===== src/rtl/capture_pkg.sv =====
// Shared types for the capture sequencer.
// Optional forced-trigger timeout is enabled with CAPTURE_TIMEOUT_EN.
package capture_pkg;

  typedef enum logic [2:0] {
    IDLE,
    PRE_FILL,
    ARMED,
    POST,
    DONE
  } cap_state_t;

  localparam int TIMEOUT_WIDTH = 32;

  function automatic logic is_active(input cap_state_t s);
    return (s == PRE_FILL) || (s == ARMED) || (s == POST);
  endfunction

endpackage


===== src/rtl/capture_counter.sv =====
// Loadable down-counter that steps on qualified samples.
// Flags zero and last (one remaining) for phase exits.
module capture_counter #(
  parameter int WIDTH = 10
) (
  input  logic             clock,
  input  logic             reset_n,
  input  logic             clear,
  input  logic             load,
  input  logic [WIDTH-1:0] load_val,
  input  logic             dec,
  output logic             zero,
  output logic             last
);

  logic [WIDTH-1:0] count;

  always_ff @(posedge clock or negedge reset_n) begin
    if (!reset_n) begin
      count <= '0;
    end else if (clear) begin
      count <= '0;
    end else if (load) begin
      count <= load_val;
    end else if (dec && !zero) begin
      count <= count - 1'b1;
    end
  end

  assign zero = (count == '0);
  assign last = (count == WIDTH'(1));

endmodule


===== src/rtl/capture_ctrl.sv =====
// Capture sequencer: pre-fill, arm, trigger, post-fill into circular RAM.
// Define CAPTURE_TIMEOUT_EN to build the forced-trigger timeout counter.
module capture_ctrl
  import capture_pkg::*;
#(
  parameter int SAMPLE_WIDTH = 8,
  parameter int ADDR_WIDTH   = 10
) (
  input  logic                     clock,
  input  logic                     reset_n,
  input  logic                     start,
  input  logic                     abort,
  input  logic                     valid,
  input  logic [SAMPLE_WIDTH-1:0]  dataIn,
  input  logic [ADDR_WIDTH-1:0]    pre_count,
  input  logic [ADDR_WIDTH-1:0]    post_count,
  input  logic [TIMEOUT_WIDTH-1:0] timeout,
  input  logic                     run,
  output logic                     arm,
  output logic                     wr_en,
  output logic [ADDR_WIDTH-1:0]    wr_addr,
  output logic [SAMPLE_WIDTH-1:0]  wr_data,
  output logic [ADDR_WIDTH-1:0]    trig_addr,
  output logic [ADDR_WIDTH-1:0]    start_addr,
  output logic                     busy,
  output logic                     done,
  output logic                     timed_out
);

  cap_state_t state, nxt;

  logic [ADDR_WIDTH-1:0] ptr;
  logic [ADDR_WIDTH-1:0] pre_lat;
  logic [ADDR_WIDTH-1:0] post_lat;
  logic [ADDR_WIDTH-1:0] taddr;
  logic [ADDR_WIDTH-1:0] pp_val;
  logic                  pp_load;
  logic                  pp_dec;
  logic                  pp_zero;
  logic                  pp_last;
  logic                  active;
  logic                  idle_like;
  logic                  run_hit;
  logic                  tmo_hit;
  logic                  trig;

  assign active    = is_active(state);
  assign idle_like = (state == IDLE) || (state == DONE);
  // A valid in the trigger cycle is itself the trigger sample
  assign taddr     = valid ? ptr : ptr - 1'b1;
  assign run_hit   = (state == ARMED) && run && !arm;
  assign trig      = run_hit || tmo_hit;
  assign pp_dec    = valid && ((state == PRE_FILL) || (state == POST));

  capture_counter #(
    .WIDTH(ADDR_WIDTH)
  ) u_phase_cnt (
    .clock   (clock),
    .reset_n (reset_n),
    .clear   (abort),
    .load    (pp_load),
    .load_val(pp_val),
    .dec     (pp_dec),
    .zero    (pp_zero),
    .last    (pp_last)
  );

`ifdef CAPTURE_TIMEOUT_EN
  logic [TIMEOUT_WIDTH-1:0] to_lat;
  logic [TIMEOUT_WIDTH-1:0] tm_val;
  logic                     tm_load;
  logic                     tm_last;
  logic                     unused_tm_zero;

  // From IDLE/DONE the start cycle goes straight to ARMED before to_lat lands
  assign tm_val  = (state == PRE_FILL) ? to_lat : timeout;
  assign tm_load = (nxt == ARMED) && (state != ARMED);
  assign tmo_hit = (state == ARMED) && valid && tm_last
                 && (to_lat != '0);

  capture_counter #(
    .WIDTH(TIMEOUT_WIDTH)
  ) u_tmo_cnt (
    .clock   (clock),
    .reset_n (reset_n),
    .clear   (abort),
    .load    (tm_load),
    .load_val(tm_val),
    .dec     (valid && (state == ARMED)),
    .zero    (unused_tm_zero),
    .last    (tm_last)
  );

  always_ff @(posedge clock or negedge reset_n) begin
    if (!reset_n) begin
      to_lat <= '0;
    end else if (abort) begin
      to_lat <= '0;
    end else if (start && idle_like) begin
      to_lat <= timeout;
    end
  end
`else
  logic unused_timeout;

  assign unused_timeout = ^timeout;
  assign tmo_hit        = 1'b0;
`endif

  always_comb begin
    nxt     = state;
    pp_load = 1'b0;
    pp_val  = pre_count;
    if (abort) begin
      nxt = IDLE;
    end else begin
      unique case (state)
        IDLE, DONE: begin
          if (start) begin
            pp_load = 1'b1;
            nxt     = (pre_count != '0) ? PRE_FILL : ARMED;
          end
        end
        PRE_FILL: begin
          if (valid && pp_last) nxt = ARMED;
        end
        ARMED: begin
          if (trig) begin
            pp_load = 1'b1;
            pp_val  = post_lat;
            nxt     = POST;
          end
        end
        POST: begin
          if (pp_zero || (valid && pp_last)) nxt = DONE;
        end
        default: nxt = IDLE;
      endcase
    end
  end

  always_ff @(posedge clock or negedge reset_n) begin
    if (!reset_n) begin
      state      <= IDLE;
      ptr        <= '0;
      pre_lat    <= '0;
      post_lat   <= '0;
      arm        <= 1'b0;
      wr_en      <= 1'b0;
      wr_addr    <= '0;
      wr_data    <= '0;
      trig_addr  <= '0;
      start_addr <= '0;
      busy       <= 1'b0;
      done       <= 1'b0;
      timed_out  <= 1'b0;
    end else if (abort) begin
      state      <= IDLE;
      ptr        <= '0;
      pre_lat    <= '0;
      post_lat   <= '0;
      arm        <= 1'b0;
      wr_en      <= 1'b0;
      wr_addr    <= '0;
      wr_data    <= '0;
      trig_addr  <= '0;
      start_addr <= '0;
      busy       <= 1'b0;
      done       <= 1'b0;
      timed_out  <= 1'b0;
    end else begin
      state <= nxt;
      arm   <= (nxt == ARMED) && (state != ARMED);
      busy  <= is_active(nxt);
      done  <= (nxt == DONE);
      wr_en <= valid && active;
      if (valid && active) begin
        wr_addr <= ptr;
        wr_data <= dataIn;
        ptr     <= ptr + 1'b1;
      end
      if (start && idle_like) begin
        pre_lat   <= pre_count;
        post_lat  <= post_count;
        timed_out <= 1'b0;
      end
      if (trig) begin
        trig_addr  <= taddr;
        start_addr <= taddr - pre_lat;
        timed_out  <= tmo_hit && !run_hit;
      end
    end
  end

endmodule

===== config.mk =====
export PLATFORM = sky130hd
export DESIGN_NAME = capture_ctrl
export DESIGN_NICKNAME = d
export VERILOG_FILES = /design/src/rtl/capture_pkg.sv /design/src/rtl/capture_counter.sv /design/src/rtl/capture_ctrl.sv
export SDC_FILE = /design/constraint.sdc
export NUM_CORES = 1
export LEC_CHECK = 0
export CORE_MARGIN = 1
export CORE_UTILIZATION = 49
export DETAILED_ROUTE_END_ITERATION = 7
export PLACE_DENSITY = 0.76
export SLEW_MARGIN = 15
export SYNTH_ARGS = -nofsm -noshare
export SYNTH_HDL_FRONTEND = slang
export SYNTH_SLANG_ARGS = --single-unit

===== constraint.sdc =====
create_clock -name clock -period 3.3 [get_ports clock]
set_clock_uncertainty 0.05 [all_clocks]
set_input_delay 0.495 -clock clock [delete_from_list [all_inputs] [get_ports clock]]
set_output_delay 0.495 -clock clock [all_outputs]
set_load 0.02 [all_outputs]

-- Word level (Yosys, flattened, before mapping)
Index checks and enable logic that the tools add are counted.
- register bits after elaboration: 86
- add/subtract/negate cells: 4
- equal/unequal tests: 10
- multiplexer cells: 39
- reductions and logical operators: 26
- operators by type and width (cell ; count):
    10-bit two-way mux ; 18
    10-bit by 1-bit subtractor with 10-bit output (second input constant) ; 2
    3-bit two-way mux ; 6
    8-bit two-way mux ; 2
    3-bit by 2-bit equality test with 1-bit output (second input constant) ; 4
    3-bit case mux with 4 select lines ; 1
    10-bit by 1-bit adder with 10-bit output (second input constant) ; 1
    10-bit by 1-bit equality test with 1-bit output (second input constant) ; 1
    10-bit zero test ; 1
    1-bit two-way mux ; 10
    10-bit nonzero test ; 1
    10-bit subtractor ; 1
    1-bit logical AND ; 8
    1-bit logical OR ; 7
    3-bit by 1-bit equality test with 1-bit output (second input constant) ; 2
    3-bit equality test (second input constant) ; 2
    2-bit nonzero test ; 3
    3-bit nonzero test ; 2
    3-bit zero test ; 1
    3-bit by 2-bit != test with 1-bit output (second input constant) ; 1
    1-bit zero test ; 2
    2-bit two-way mux ; 1
    1-bit case mux with 2 select lines ; 1
    2-bit OR reduction ; 1

-- Longest topological paths before layout
Gate-level depths: netlist of the first run.
- word-level depth: 10
- mapped depth: 15

-- By module
A second synthesis of the first run with hierarchy kept.
- cell total of the unflattened synthesis: 521
- area total of the unflattened synthesis: 4586.9 um^2
- modules (own cells, without submodules) (module ; instances ; cells each ; area an instance (um^2) ; seq. area each (um^2)):
    capture_ctrl ; 1 ; 441 ; 3873.7 ; 1876.8
    capture_counter ; 1 ; 80 ; 713.2 ; 250.2

-- Worst setup path after synthesis of the first run
OpenSTA, ideal clock, no wires.
- path type: register to register
- start: reg ptr[0]
- end: reg start_addr[9]
- arrival: 2.831 ns
- required time: 3.156 ns
- slack: 0.325 ns
- cell stages (with the launch flop): 16
- period minus slack after synthesis: 2.975 ns
- cell sequence: dfrtp_1 > clkbuf_1 > inv_1 > ha_1 > inv_1 > or3_1 > nor4_1 > xor2_1 > ha_1 > clkbuf_1 > and4_1 > a32oi_1 > a21boi_0 > a21oi_1 > xnor2_1 > a211oi_1
- cells in the longest elaborated chain, start to end: 5
- ends and longest elaborated chain (element ; RTL line ; source):
    start, declared ; capture_ctrl.sv:32 ; logic [ADDR_WIDTH-1:0] ptr;
    start signal, assigned ; capture_ctrl.sv:180 ; ptr <= ptr + 1'b1;
    10-bit by 1-bit subtractor with 10-bit output ; capture_ctrl.sv:50 ; assign taddr = valid ? ptr : ptr - 1'b1;
    10-bit two-way mux * ; capture_ctrl.sv:50 ;
    10-bit subtractor * ; capture_ctrl.sv:189 ; start_addr <= taddr - pre_lat;
    10-bit two-way mux * ; capture_ctrl.sv:187 ; if (trig) begin
    10-bit two-way mux * ; capture_ctrl.sv:157 ; end else if (abort) begin
    end signal, assigned ; capture_ctrl.sv:189 ;
    end, declared ; capture_ctrl.sv:24 ; output logic [ADDR_WIDTH-1:0] start_addr,
Every way passes the cells marked *; elsewhere a longest branch is shown, timed or not. The select of a mux whose other input is x is not followed.
A chain may end at the register's enable or synchronous reset.

-- Worst setup path after layout of the first run
- start: reg ptr[1]
- end: reg start_addr[9]
Same word-level chain as after synthesis.

==> flow_summary.ini, run 1 <==
[status]
run_status = complete, but fails checks
violations = design-rule violations

[timing]
drv_slew = 0
tns_ns = 0
min_period_ns = 3.00
slew_headroom = 0.452
min_period_over_period = 0.910
hold_violations = 0
worstMarginPinSlew_ns = 0.819
rsz0062_at_grt = false
final.setup.worst_slack_ns = 0.296
whs_ns = 0.128
fmax_mhz = 333
setup_viol = 0

[clock_tree]
cts_tree = done
post_cts_resized = 0
cts_made_buffers = 9
cts-root-buf = clkbuf_8
post-cts-setup-buffers = 0
clock_latency_ns = 0.36
cts_sinks = 85
htreeDepth = 3
clkSlewWorstSetupHoldPaths_ns = 0.09
cts.path.max_buffers = 2
cts_hold_buf = 0

[critical_path]
cp_data_required_time_ns = 3.51
cp_cell_sequence = inv_1 -> ha_1 -> inv_1 -> or3_1 -> buf_4 -> nor2_1 -> xor2_1 -> ha_1 -> and4_1 -> a32oi_1 -> a21boi_0 -> a21oi_1 -> xnor2_1 -> a211oi_1
worstSetupEndpointType = register
crit_slowest_cell = dfrtp_1
regToRegStartpoint = ptr[1]$_DFFE_PN0P_
cp-startpoint = ptr[1]$_DFFE_PN0P_
path_delay_family = compound AO/OA/AOI/OAI gates
critPathBufInv = 3
worstSetupPathType = reg -> reg
worstPathArrival_ns = 3.22
max_stage_delay_ns = 0.47
critPathMaxFanout = 7
start_kind = register

[die]
fp.dieArea_mm2 = 0.00961
core_area_mm2 = 0.00881
die_w_um = 98.0
fp-row-count = 34
num_io_pins = 109
die_y_um = 98.0
start_util = 0.513

[global_route]
gr-total-overflow = 0
antenna_found_initial = 0
grt_max_degree = 86
grt_pass1_vias = 3950
grt_usage = 0.243
grt_pass1_wl_um = 18500

[routing]
drt-total-wl_um = 10800
ant_nets = 0
wl_per_cell_um = 15.3
via_count = 3956
dr.pass1.iters = 6
drtIter0Drc = 233
drc_errors = 3
viasPerCell = 5.58

[yosys]
synthArstFlopShare = 1.00
synth_area_mm2 = 0.00452
ys_ff_latch = 85
syn_avg_cell_area_um2 = 8.69
synth_top_area_frac = 0.471
synth-seq-area-share = 0.471
synth_top_cell_by_area = dfrtp_1
syn-num-nets = 601
synth-edff-count = 0
ys_types = 54
synthCells = 520
synth_area_leaders = dfrtp_1 47%, nand2_1 9.1%, a21oi_1 7.5%
ys.flop_type = dfrtp_1
yosys_warnings = 0

[final_layout]
diodes = 0
fin_util = 0.641
syn2layout_area_growth_pct = 24.9
final_area_mm2 = 0.00564
final_net_count = 677
drive_gt1_frac = 0.0815
final_cells = 709
num-fill-cells = 742

[placed_design]
io_buffers = 75
dp.cells = 693
gp_congestion = 0.914
placed_area_mm2 = 0.00543
dpl_worst_slack_ns = -0.0664
dpl.hpwl_um = 7840

[flow_run]
max_cap_violations = 0

[power_and_ir_drop]
p_leak_nw = 2.41
vdd.ir_drop.worst_uv = 285
finalPower_mw = 2.37
power.density_mw_per_mm2 = 420

[min_path]
hold_class = in -> async
==> where the power goes <==
| part | internal (mW) | total (mW) | switching (mW) |
|---|---|---|---|
| Sequential | 1.08 | 1.11 | 0.0353 |
| Clock | 0.360 | 0.769 | 0.409 |
| Combinational | 0.209 | 0.487 | 0.279 |
==> registers in the layout (all words and copies together) (netlist names), 3 cells and up <==
name / flops
trig_addr: 10
ptr: 10
wr_data: 8
wr_addr: 10
state: 3
start_addr: 10
u_phase_cnt.count: 10
post_lat: 10
pre_lat: 10
==> cells in the mapped netlist, drive strengths merged (2+ instances only) <==
cell / count
a211oi: 9
a21boi: 6
a21o: 3
a21oi: 68
a221o: 2
a221oi: 3
a311oi: 2
a31oi: 2
and2: 2
and4: 2
buf: 11
clkbuf: 23
dfrtp: 85
ha: 14
inv: 16
nand2: 109
nand2b: 6
nand3: 10
nand3b: 6
nand4: 3
nor2: 44
nor2b: 4
nor3: 16
nor3b: 6
nor4: 5
nor4b: 3
o21a: 2
o21ai: 11
o31ai: 3
or3: 7
or4: 4
xnor2: 9
xor2: 12
==> cell families after synthesis <==
kind of cell / share of synthesized area
other: 0.000830
AND/OR/NAND/NOR: 0.242
AO/OA/AOI/OAI: 0.156
flip-flops: 0.471
buffers and inverters: 0.0460
XOR/XNOR: 0.0407
adder cells (fa/ha/maj): 0.0432
==> area by class of cell <==
class	count	area, um^2	share of cell area
flip-flops and latches	85	2130	0.377
repair buffers	99	927	0.164
well taps	108	135	0.0239
multi-input cells	385	2190	0.388
inverters	16	60.1	0.0106
clock inverters	7	82.6	0.0146
clock buffers	9	124	0.0220
==> routing by layer <==
| layer | share of wire | global-route usage | vias to the layer above |
|---|---|---|---|
| met5 | 0 | 0 | - |
| li1 | - | - | 1936 |
| met1 | 0.46 | 0.324 | 1908 |
| met4 | 0.017 | 0.0886 | 0 |
| met2 | 0.48 | 0.391 | 98 |
| met3 | 0.049 | 0.0508 | 14 |
==> final timing paths <==
kind	cells past startpoint	slack (ns)	end
min in group clock	2	0.47	trig_addr[0]$_DFFE_PN0P_
worst max-delay path	14	0.30	start_addr[9]$_DFFE_PN0P_
worst max register to register	14	0.30	start_addr[9]$_DFFE_PN0P_
worst min register to register	2	0.47	trig_addr[0]$_DFFE_PN0P_
worst min-delay path	1	0.13	post_lat[6]$_DFFE_PN0P_
max in group asynchronous	1	2.56	wr_addr[0]$_DFFE_PN0P_
==> placed cells by master, fill, tap and decap left out, types with 3 or more instances in the layout <==
cell type and instances:
nand2_1 109, dfrtp_1 85, clkdlybuf4s50_1 73, a21oi_1 68, nor2_1 44, buf_4 24, inv_1 16, nor3_1 16
ha_1 14, xor2_1 12, nand3_1 10, xnor2_1 9, o21ai_0 9, a211oi_1 9, clkbuf_8 9, or3_1 7
nand2b_1 6, nand3b_1 6, nor4_1 4, nor2b_1 4, a21boi_0 4, nor3b_2 3, or4_1 3, a21o_1 3
nor3b_1 3, o31ai_1 3, nand4_1 3, a221oi_1 3
No activity file was read; power rests on OpenSTA's default activity.
==> run 2: changes to the inputs <==
PLACE_DENSITY = default   (was 0.76)
PLACE_DENSITY_LB_ADDON = 0.3   (was default)
==> run 2 against run 1 <==
Against the previous run:
- the flow still finishes with violations (design-rule violations)
- critical path depth down 4
- wire length up 4.4%
- sequential share of layout area down 0.16 points
- maximum frequency down 1.1%
- global-route usage up 1.2 points
- clock-buffer cell count unchanged
- clock power up 9.2%
- first-iteration DRC count up 18%
- critical endpoint unchanged
- highest routed layer unchanged
==> flow_summary.ini, run 2 (same netlist as run 1, synthesis figures left out) <==
[status]
run_status = complete, but fails checks
violations = design-rule violations

[routing]
dr.pass1.iters = 7
viasPerCell = 5.68
wl_per_cell_um = 15.9
drtIter0Drc = 276
drc_errors = 5
drt-total-wl_um = 11300
via_count = 4032
ant_nets = 0

[flow_run]
max_cap_violations = 0

[critical_path]
max_stage_delay_ns = 0.60
regToRegStartpoint = ptr[6]$_DFFE_PN0P_
start_kind = register
worst_path_most_repeated_cell = xnor2_1
worstSetupPathType = reg -> reg
worstSetupEndpointType = register
path_delay_family = simple AND/OR/NAND/NOR gates
rrSetupSlack_ns = 0.26
ff2ff_path_depth = 10
cp_cell_sequence = or4_4 -> nand2b_1 -> xnor2_1 -> ha_1 -> and4_1 -> a32oi_1 -> a21boi_0 -> a21oi_1 -> xnor2_1 -> a211oi_1
reg2reg_to = start_addr[9]$_DFFE_PN0P_
critPathBufInv = 0
cp_data_required_time_ns = 3.53
crit_slowest_cell = or4_4
critPathMaxFanout = 6
worstPathArrival_ns = 3.26

[placed_design]
dpl_worst_slack_ns = -0.0926
gp_congestion = 0.896
io_buffers = 75
dpl.hpwl_um = 7920

[final_layout]
multi_input_area_mm2 = 0.00219
fin_util = 0.644
diodes = 0
num-fill-cells = 752
regArea_mm2 = 0.00213
final_cell_mix = 109 x nand2_1, 85 x dfrtp_1, 73 x clkdlybuf4s50_1
syn2layout_area_growth_pct = 25.5
final_net_count = 678
layout_commonest_cell = nand2_1
drive_gt1_frac = 0.0831

[timing]
min_period_over_period = 0.921
hold_violations = 0
final.setup.worst_slack_ns = 0.262
min_period_ns = 3.04
rsz0062_at_grt = false
setup_viol = 0
fmax_mhz = 329
drv_slew = 0
worstMarginPinSlew_ns = 0.798
slew_headroom = 0.466
whs_ns = 0.114

[clock_tree]
cts_sinks = 85
cts_tree = done
clkSlewWorstSetupHoldPaths_ns = 0.09
cts-root-buf = clkbuf_8
cts_made_buffers = 9
clock_latency_ns = 0.37
htreeDepth = 3
post-cts-setup-buffers = 0
cts_hold_buf = 0
post_cts_resized = 0
cts.path.max_buffers = 2

[power_and_ir_drop]
power.density_mw_per_mm2 = 432
vdd.ir_drop.worst_uv = 212
p_leak_nw = 2.43

[global_route]
antenna_found_initial = 0
grt_max_degree = 86
grt_usage = 0.254
grt_pass1_vias = 4114
gr-total-overflow = 0
grt_pass1_wl_um = 19400

[min_path]
hold_class = in -> async

[die]
fp.dieArea_mm2 = 0.00961
die_w_um = 98.0
num_io_pins = 109
fp-row-count = 34
core_area_mm2 = 0.00881
start_util = 0.513
die_y_um = 98.0
## run 2: cell count changes in the layout (fill, tap and decap cells not counted), sizes merged
cell / before / now
clkinvlp: 2 / 1
bufinv: 1 / 2
clkinv: 2 / 3
buf: 26 / 27
inv: 18 / 17
## run 2: per-layer routing
| layer | routed length (um) | global-route usage | part of all wire | up-vias |
|---|---|---|---|---|
| met5 | 0 | 0 | 0 | - |
| met4 | 313 | 0.103 | 0.028 | 0 |
| met3 | 665 | 0.0630 | 0.059 | 30 |
| met2 | 5380 | 0.409 | 0.48 | 132 |
| met1 | 4940 | 0.331 | 0.44 | 1933 |
| li1 | - | - | - | 1937 |
## run 2: worst register-to-register path, stage by stage (launching register included)
cell      delay (ns)
dfrtp_1         0.48
or4_4           0.60
nand2b_1        0.17
xnor2_1         0.23
ha_1            0.31
and4_1          0.21
a32oi_1         0.14
a21boi_0        0.25
a21oi_1         0.12
xnor2_1         0.14
a211oi_1        0.25
## run 2: worst max path at each step
stage | start | endpoint | cells after the start
3_3_place_gp | valid | start_addr[9]$_DFFE_PN0P_ | 11
6_report | ptr[6]$_DFFE_PN0P_ | start_addr[9]$_DFFE_PN0P_ | 10
3_5_place_dp | valid | start_addr[9]$_DFFE_PN0P_ | 11
2_1_floorplan | ptr[0]$_DFFE_PN0P_ | start_addr[9]$_DFFE_PN0P_ | 15
5_1_grt | ptr[1]$_DFFE_PN0P_ | start_addr[9]$_DFFE_PN0P_ | 13
4_1_cts | ptr[6]$_DFFE_PN0P_ | start_addr[9]$_DFFE_PN0P_ | 10
## run 2: area by class of cell
class                   count  share of cell area
multi-input cells         385               0.386
inverters                  16              0.0106
well taps                 108              0.0238
repair buffers            100               0.165
clock buffers               9              0.0219
flip-flops and latches     85               0.375
clock inverters             7              0.0174
## run 2: through the flow
| stage | instances | TNS [ns] | instance area [um^2] | power, mW |
|---|---|---|---|---|
| 2_1_floorplan | 520 | 0 | 4520 | 1.43 |
| 3_3_place_gp | 694 | 0 | 5440 | 1.60 |
| 3_5_place_dp | 694 | -0.0926 | 5440 | 1.62 |
| 4_1_cts | 710 | 0 | 5660 | 2.46 |
| 5_1_grt | 710 | 0 | 5670 | 2.57 |
| 6_report | 710 | 0 | 5670 | 2.45 |
## run 2: report_power, final
group,switching (mW),internal (mW)
registers,0.0350,1.08
clock network,0.410,0.430
logic,0.285,0.210
==> run 3: changes to the inputs <==
CORE_UTILIZATION = 45   (was 49)
SETUP_SLACK_MARGIN = 0.3   (was default)
clock period = 2.6 ns   (was 3.3 ns; I/O delays follow)
==> run 3 against run 2 <==
Against the previous run:
- the flow finishes with violations (negative setup slack)
- core utilization down 0.74 points
- clock-buffer cell count increased by 1
- final cell count increased by 9.7%
- sequential share of layout area shrank 3.2 points
- worst hold slack improved by 0.29 ns
- critical endpoint unchanged
- largest power group unchanged
- highest routed layer unchanged
==> flow_summary.ini, run 3 (same netlist as run 1, synthesis figures left out) <==
[flow_run]
max_cap_violations = 0

[critical_path]
rrSetupSlack_ns = -0.21
cp_data_required_time_ns = 2.83
start_kind = register
worstSetupPathType = reg -> reg
max_stage_delay_ns = 0.42
critPathBufInv = 2
worstSetupEndpointType = register
crit_slowest_cell = dfrtp_1
path_delay_family = simple AND/OR/NAND/NOR gates
cp_cell_sequence = inv_4 -> ha_4 -> inv_2 -> or3_4 -> nor2_1 -> xor2_1 -> ha_1 -> and4_1 -> a32oi_1 -> a21boi_2 -> a21oi_2 -> xnor2_1 -> a211oi_1
critPathMaxFanout = 4
worstPathArrival_ns = 3.04

[final_layout]
final_net_count = 722
layout_commonest_cell = nand2_1
syn2layout_area_growth_pct = 37.0
final_cell_mix = 109 x nand2_1, 85 x dfrtp_1, 72 x clkdlybuf4s50_1
diodes = 0
drive_gt1_frac = 0.187

[die]
die_w_um = 102
fp-row-count = 36
num_io_pins = 109
start_util = 0.464
die_y_um = 102
fp.dieArea_mm2 = 0.0104
core_area_mm2 = 0.00973

[placed_design]
dpl_worst_slack_ns = -0.610
gp_congestion = 0.967
dpl.hpwl_um = 8320
io_buffers = 75

[routing]
drc_errors = 0
drtIter0Drc = 202
dr.pass1.iters = 5
wl_per_cell_um = 15.2
drt-total-wl_um = 11800
viasPerCell = 5.41
ant_nets = 0
via_count = 4211

[timing]
final.setup.worst_slack_ns = -0.214
whs_ns = 0.405
drv_slew = 0
tns_ns = -0.444
setup_viol = 5
slew_headroom = 0.606
rsz0062_at_grt = true
hold_violations = 0
fmax_mhz = 355
min_period_ns = 2.81
min_period_over_period = 1.08
worstMarginPinSlew_ns = 0.591

[global_route]
grt_pass1_vias = 4056
grt_pass1_wl_um = 19800
antenna_found_initial = 0
grt_max_degree = 52
grt_usage = 0.247
gr-total-overflow = 0

[clock_tree]
cts_made_buffers = 9
cts.path.max_buffers = 2
clkSlewWorstSetupHoldPaths_ns = 0.09
clock_latency_ns = 0.37
cts_sinks = 85
htreeDepth = 3
cts-root-buf = clkbuf_8
cts_tree = done

[status]
run_status = complete, but fails checks
violations = negative setup slack

[power_and_ir_drop]
finalPower_mw = 3.11
p_leak_nw = 2.68
power.density_mw_per_mm2 = 503
vdd.ir_drop.worst_uv = 297

[min_path]
hold_class = in -> reg
[run 3: cell types whose count changed in the layout (fill, tap and decap cells not counted), moves of 3 or more]
cell / delta
buf_4: +40
a21oi_2: +3
inv_6: +3
inv_1: -3
xor2_1: -3
xor2_2: +3
nor4_1: -3
a21oi_1: -3
[run 3: worst register-to-register path, delay by kind of cell, from the launching register on]
kind                     cells  cell delay, ns
AO/OA/AOI/OAI                4            0.61
adder cells (fa/ha/maj)      2            0.40
flip-flops                   1            0.42
buffers and inverters        2            0.10
AND/OR/NAND/NOR              3            0.76
XOR/XNOR                     2            0.36
[run 3: final cells by class]
type	count	area, um^2
Sequential cell	85	2130
Timing Repair Buffer	144	1300
Multi-Input combinational cell	385	2340
Clock buffer	10	138
Fill cell	815	3540
Tap cell	133	166
Inverter	16	62.6
Clock inverter	6	51.3
[run 3: repair_timing]
action	CTS	global route
setup buffers	12	2
cloned	0	0
resized for setup	18	9
hold endpoints to repair	43	0
hold buffers	1	0
pin swaps	17	4
setup endpoints to repair	7	13
[run 3: path summary, 6_finish.rpt]
check | startpoint | endpoint | cells after the start
setup / recovery | ptr[0]$_DFFE_PN0P_ | start_addr[9]$_DFFE_PN0P_ | 13
hold / removal | abort | done$_DFF_PN0_ | 3
hold reg to reg | start_addr[4]$_DFFE_PN0P_ | start_addr[4]$_DFFE_PN0P_ | 2
max in group asynchronous | reset_n | pre_lat[9]$_DFFE_PN0P_ | 3
setup reg to reg | ptr[0]$_DFFE_PN0P_ | start_addr[9]$_DFFE_PN0P_ | 13
min in group asynchronous | reset_n | trig_addr[7]$_DFFE_PN0P_ | 2
[run 3: per-layer routing]
layer	track usage	wire, um
met1	0.323	5180
met3	0.0472	656
met2	0.408	5760
met5	0	0
met4	0.0923	236
[run 3: per-stage QoR]
step                       util  area (um^2)  cells
final                     0.636         6190    779
after global routing      0.636         6190    779
after CTS                 0.630         6130    777
after detailed placement  0.592         5760    748
after global placement    0.592         5760    748
after floorplan               -         4570    520
[run 3: where the power goes]
group,leakage [nW],switching [mW],total [mW],internal (mW)
Sequential,1.17,0.0490,1.42,1.37
Clock,0.0943,0.521,0.910,0.388
Combinational,1.42,0.407,0.785,0.379
